**config.mk**
```make
export PLATFORM = sky130hd
export DESIGN_NAME = kmp_failure_func
export DESIGN_NICKNAME = d
export VERILOG_FILES = /design/src/rtl/kmp_failure_func_pkg.sv /design/src/rtl/kmp_failure_func.sv
export SDC_FILE = /design/constraint.sdc
export NUM_CORES = 1
export LEC_CHECK = 0
export ABC_AREA = 1
export CORE_ASPECT_RATIO = 0.5
export CORE_MARGIN = 4
export CORE_UTILIZATION = 45
export CTS_BUF_LIST = sky130_fd_sc_hd__clkbuf_2
export DETAILED_ROUTE_END_ITERATION = 10
export GPL_TIMING_DRIVEN = 1
export PLACE_DENSITY = 0.78
export SYNTH_ARGS = -nofsm -noshare
export SYNTH_HDL_FRONTEND = slang
export SYNTH_SLANG_ARGS = --single-unit
```
**constraint.sdc**
```tcl
create_clock -name clk -period 2.3 [get_ports clk]
set_clock_uncertainty 0.15 [all_clocks]
set_input_delay 0.575 -clock clk [delete_from_list [all_inputs] [get_ports clk]]
set_output_delay 0.575 -clock clk [all_outputs]
set_load 0.01 [all_outputs]
```
**src/rtl/kmp_failure_func_pkg.sv**
```systemverilog
// Shared sizing, FSM encodings and helpers for the KMP failure-function builder.
package kmp_failure_func_pkg;

    // Bits per pattern character.
    localparam int BYTE        = 8;
    // Pattern buffer depth in characters.
    localparam int MAX_PATTERN = 8;
    // Width of a pattern index (and of each failure-table entry).
    localparam int MAX_PAT_ADD = 3;

    // One-hot-ish encodings shared with the processing elements.
    typedef enum logic [2:0] {
        ST_IDLE = 3'b000,
        ST_INIT = 3'b001,
        ST_COMP = 3'b010,
        ST_DONE = 3'b100
    } state_t;

    // Clamp the requested last index to the physical buffer depth.
    function automatic logic [MAX_PAT_ADD-1:0] clamp_last(input logic [MAX_PAT_ADD-1:0] last);
        if (int'(last) > MAX_PATTERN - 1)
            return MAX_PAT_ADD'(MAX_PATTERN - 1);
        return last;
    endfunction

endpackage

```
**src/rtl/kmp_failure_func.sv**
```systemverilog
// KMP failure (longest proper prefix-suffix) table builder. One character
// comparison per cycle; the finished table is held with output_valid high
// until the requester drops input_valid.
module kmp_failure_func
    import kmp_failure_func_pkg::*;
(
    input  logic                               clk,
    input  logic                               reset,
    input  logic [MAX_PATTERN*BYTE-1:0]        pat_input,
    input  logic [MAX_PAT_ADD-1:0]             pat_last_idx,
    input  logic                               input_valid,
    output logic                               output_valid,
    output logic [MAX_PAT_ADD*MAX_PATTERN-1:0] ff_result
);

    state_t                 state_reg;
    logic [MAX_PAT_ADD-1:0] i_reg;
    logic [MAX_PAT_ADD-1:0] len_reg;
    logic [MAX_PAT_ADD-1:0] last_reg;
    logic [MAX_PAT_ADD-1:0] ff_reg [MAX_PATTERN];
    logic                   output_valid_reg;

    logic [BYTE-1:0]        char_i;
    logic [BYTE-1:0]        char_len;
    logic                   chars_match;
    logic [MAX_PAT_ADD-1:0] ff_back;
    logic [MAX_PAT_ADD-1:0] i_next;
    logic [MAX_PAT_ADD-1:0] len_next;
    logic [MAX_PAT_ADD-1:0] last_clamped;
    logic                   at_last;

    // Compare datapath: current candidate character against the prefix character.
    always_comb begin
        char_i       = pat_input[i_reg*BYTE +: BYTE];
        char_len     = pat_input[len_reg*BYTE +: BYTE];
        chars_match  = (char_i == char_len);
        // Only consumed when len_reg != 0, so the wrap at len_reg == 0 is harmless.
        ff_back      = ff_reg[len_reg - 1'b1];
        i_next       = i_reg + 1'b1;
        len_next     = len_reg + 1'b1;
        last_clamped = clamp_last(pat_last_idx);
        at_last      = (i_reg == last_reg);
    end

    // Control FSM plus failure-table writes; everything is registered.
    always_ff @(posedge clk) begin
        if (reset) begin
            state_reg        <= ST_IDLE;
            output_valid_reg <= 1'b0;
            i_reg            <= MAX_PAT_ADD'(1);
            len_reg          <= '0;
            last_reg         <= '0;
            for (int k = 0; k < MAX_PATTERN; k++)
                ff_reg[k] <= '0;
        end else begin
            case (state_reg)
                ST_IDLE: begin
                    if (input_valid)
                        state_reg <= ST_INIT;
                end
                ST_INIT: begin
                    for (int k = 0; k < MAX_PATTERN; k++)
                        ff_reg[k] <= '0;
                    i_reg    <= MAX_PAT_ADD'(1);
                    len_reg  <= '0;
                    last_reg <= last_clamped;
                    if (last_clamped == '0) begin
                        state_reg        <= ST_DONE;
                        output_valid_reg <= 1'b1;
                    end else begin
                        state_reg <= ST_COMP;
                    end
                end
                ST_COMP: begin
                    if (chars_match) begin
                        ff_reg[i_reg] <= len_next;
                        len_reg       <= len_next;
                        i_reg         <= i_next;
                        if (at_last) begin
                            state_reg        <= ST_DONE;
                            output_valid_reg <= 1'b1;
                        end
                    end else if (len_reg != '0) begin
                        // Fall back along the table; i stays put for a retry.
                        len_reg <= ff_back;
                    end else begin
                        ff_reg[i_reg] <= '0;
                        i_reg         <= i_next;
                        if (at_last) begin
                            state_reg        <= ST_DONE;
                            output_valid_reg <= 1'b1;
                        end
                    end
                end
                ST_DONE: begin
                    if (!input_valid) begin
                        state_reg        <= ST_IDLE;
                        output_valid_reg <= 1'b0;
                    end
                end
                default: begin
                    state_reg        <= ST_IDLE;
                    output_valid_reg <= 1'b0;
                end
            endcase
        end
    end

    assign output_valid = output_valid_reg;

    // Flatten the table onto the processing-element bus.
    generate
        for (genvar gi = 0; gi < MAX_PATTERN; gi++) begin : g_ff_out
            assign ff_result[gi*MAX_PAT_ADD +: MAX_PAT_ADD] = ff_reg[gi];
        end
    endgenerate

endmodule
```
==> impl_metrics.json <==
{
  "setup_viol": 58,
  "crit_fanout": 6,
  "yosys_register_bits": 37,
  "r2r_setup_slack_ns": -0.28,
  "clockBufferDepth": 2,
  "slowest_stage": "dfxtp_4",
  "cts.sinks": 37,
  "violations": "negative setup slack",
  "cts.clk_slew.worst_paths_ns": 0.19,
  "switchingPower_mw": 2.222,
  "critPathTopFamily": "simple AND/OR/NAND/NOR gates",
  "synth_top_area_share_pct": 32.04,
  "finalHoldViolCount": 0,
  "antenna_cells": 0,
  "outcome": "complete, but fails checks",
  "maxCapViolCount": 0,
  "nets": 854,
  "worst-r2r-cell-count": 18,
  "slew_headroom_pct": 68.59,
  "synth_edf_count": 24,
  "synth_area_um2": 3585,
  "final_cells": 889,
  "startpoint_type": "flip-flop",
  "cts_root_buffer": "clkbuf_2",
  "num_vias": 4706,
  "postCtsHoldBufs": 0,
  "start_util_pct": 47.53,
  "ir_drop_uv": 769.6,
  "syn-num-nets": 714,
  "n_fill_cell": 608,
  "dpl.hpwl_mm": 8.493,
  "vias_per_cell": 5.294,
  "end_kind": "flip-flop",
  "timing.final.ws_setup_ns": -0.2778,
  "wl_mm": 13.17,
  "port_buffers": 94,
  "comb_power_share_pct": 68.0,
  "yosysWarnings": 0,
  "dp.cells": 863,
  "max_freq_ghz": 0.3879,
  "drt_iter0_markers": 553,
  "cts_buffers": 5,
  "area_delta_synth_final_pct": 57.52,
  "slew_viol_final": 0,
  "rows": 22,
  "path_depth": 18,
  "firstDrtPassIters": 6,
  "post_drt_wl_per_cell_um": 14.81,
  "grt_pass1_wl_mm": 18.51,
  "rsz0062_at_grt": "true",
  "overflow": 0,
  "dieArea_um2": 9544,
  "holdPathStages": 2,
  "setup_tns_ns": -11.35,
  "synth_seq_area_share_pct": 27.36,
  "cp_data_required_time_ns": 2.29,
  "first_global_vias": 3994,
  "p_sw_share_pct": 46.05,
  "critPathKind": "reg -> reg",
  "core_um2": 7542,
  "routabilityCongestion": 0.8872,
  "ys_async_sr_fraction_pct": 0,
  "grt_max_degree": 44,
  "ioPinCount": 95,
  "dieWidth_um": 134.2,
  "post-route-period-util_pct": 112.1,
  "htreeDepth": 2,
  "min_period_ns": 2.578,
  "die_y_um": 71.11,
  "r2r_end": "ff_reg[7][0]$_SDFFCE_PN0P_",
  "yosysTopAreaCell": "nand2_1",
  "min_path_type": "reg -> reg",
  "place_worst_setup_slack_ns": -0.6710,
  "postRouteAntennaNets": 0,
  "grtUsageTotal_pct": 23.26,
  "crit_top_cell": "nand2_2",
  "yosysUniqueCellTypes": 32,
  "crit_chain": "buf_12 > buf_8 > inv_8 > nand2_2 > nand3_1 > nand2_1 > nand2_1 > nand2_1 > inv_1 > nand2_1 > nand2_2 > nand2_2 > nor2_4 > nand2_2 > nand2_2 > nand3_4 > or2_4 > nand2_4",
  "synth_area_leaders": "nand2_1 32%, edfxtp_1 20%, nand3_1 8.0%, dfxtp_1 7.3%, inv_1 7.0%",
  "avgSynthCellArea_um2": 5.601,
  "p_clk_share_pct": 10.7,
  "worstMarginPinSlew_ns": 0.4676,
  "cts_tree": "done",
  "slowest_delay_ns": 0.41,
  "drc_errors": 0,
  "power.density_nw_per_um2": 854.6,
  "critPathCapture": "ff_reg[7][0]$_SDFFCE_PN0P_",
  "p_int_mw": 2.603,
  "antenna_found_initial": 0,
  "worst_ep_arrival_time_ns": 2.56,
  "synth_ff_type": "edfxtp_1",
  "p_leak_nw": 2.830,
  "clk-insertion-delay-late_ns": 0.40,
  "cp.buffers_inverters": 4,
  "netlist_instances": 640,
  "drive_gt1_share_pct": 19.97,
  "regToRegStartpoint": "len_reg[0]$_SDFFE_PP0P_",
  "largest_reg_flops": 24,
  "pwr-share-seq_pct": 21.3,
  "crit_start": "len_reg[0]$_SDFFE_PP0P_"
}
[routing by layer]
layer  vias to the layer above  part of all wire [%]  wire, um  GRT usage, %
li1                       2277                     -         -             -
met1                      2134                    42      5510         32.50
met2                       259                    47      6140         37.71
met3                        36                   9.0      1189         3.551
met4                         0                   2.5       327         6.321
met5                         -                     0         0             0
[cells in the mapped netlist (all sizes together) (4+ instances only)]
library cell,count
clkbuf,4
nor3,6
nor2,63
o21ai,28
ha,4
xnor2,4
edfxtp,24
nand4,5
buf,26
nand2,308
a21oi,12
dfxtp,13
inv,70
nand3,61
[cell usage in the layout (no fill, tap or decap), types with 2 or more instances in the layout]
cell type	count
a31oi_1	2
clkdlybuf4s50_1	79
buf_8	3
nor3_1	5
nor2_4	3
inv_1	64
inv_8	2
inv_2	3
clkbuf_16	5
buf_6	7
o21ai_2	3
nand3_1	50
nand2_1	278
dfxtp_1	9
dfxtp_4	2
o21ai_1	18
dfxtp_2	2
a21oi_1	11
nand3_2	6
xor2_1	2
buf_12	9
bufinv_16	2
nor2_1	45
nand3_4	5
ha_1	4
nand2_2	25
clkbuf_2	5
nand2_4	5
nand4_1	5
inv_6	2
edfxtp_1	24
clkinv_8	2
dlygate4sd2_1	15
nor2_2	15
buf_4	42
o21ai_0	7
xnor2_1	3
[power groups by stage]
stage / sequential (mW) / combinational (mW) / clock (mW)
6_report: 1.03 / 3.28 / 0.515
5_1_grt: 1.05 / 3.58 / 0.550
4_1_cts: 1.02 / 2.75 / 0.516
3_5_place_dp: 1.03 / 2.61 / 0
3_3_place_gp: 1.03 / 2.57 / 0
2_1_floorplan: 1.04 / 1.67 / 0
[area by class of cell]
type	instances	area [um^2]	area share, %
timing repair buffer	160	1667	29.51
clock buffer	5	25.02	0.4432
sequential	37	991.0	17.55
tap	108	135.1	2.393
clock inverter	3	65.06	1.152
multi-input combinational	502	2434	43.10
timing repair inverter	3	36.28	0.6426
inverter	71	294.0	5.207
[tightest hold or removal path: cells and delay by family, from the launching register on]
kind / cells / cell delay (ns)
DFF: 1 / 0.38
AOI/OAI and AO/OA: 1 / 0.09
and+or+nand+nor: 1 / 0.07
[stage by stage]
stage	instance area, um^2	hold WS (ns)	total power [mW]	utilization [%]
3_5_place_dp	4994	0.3652	3.642	66.21
6_report	5647	0.4065	4.826	74.87
2_1_floorplan	3655	0.3477	2.704	-
4_1_cts	5180	0.4105	4.283	68.68
3_3_place_gp	4994	0.3701	3.598	66.21
5_1_grt	5647	0.4376	5.177	74.87
[kinds of logic (layout without fill, tap and decap cells)]
group | count (synthesis) | count (layout) | synth area share (%)
AOI/OAI and AO/OA | 48 | 48 | 7.505
adders and majority gates | 4 | 4 | 1.396
xor gates and xnor gates | 6 | 6 | 1.466
DFF | 37 | 37 | 27.36
buffers and inverters | 101 | 242 | 12.18
and+or+nand+nor | 444 | 444 | 50.09
[worst min-delay path by stage]
stage / start / end / slack [ns]
after CTS: last_reg[2]$_SDFFE_PP0N_ / last_reg[2]$_SDFFE_PP0N_ / 0.41
after floorplan: last_reg[1]$_SDFFE_PP0N_ / last_reg[1]$_SDFFE_PP0N_ / 0.35
after global placement: last_reg[2]$_SDFFE_PP0N_ / last_reg[2]$_SDFFE_PP0N_ / 0.37
after global routing: last_reg[0]$_SDFFE_PP0N_ / last_reg[0]$_SDFFE_PP0N_ / 0.44
after detailed placement: last_reg[2]$_SDFFE_PP0N_ / last_reg[2]$_SDFFE_PP0N_ / 0.37
final: last_reg[0]$_SDFFE_PP0N_ / last_reg[0]$_SDFFE_PP0N_ / 0.41
[what timing repair did]
action | CTS | global route
gates resized for setup | 41 | 74
endpoints found under the setup margin | 58 | 58
cloned | 0 | 8
buffers inserted | 3 | 7
pin swaps | 18 | 27
hold endpoints to repair | 0 | 0
(Power assumes the default switching activity.)
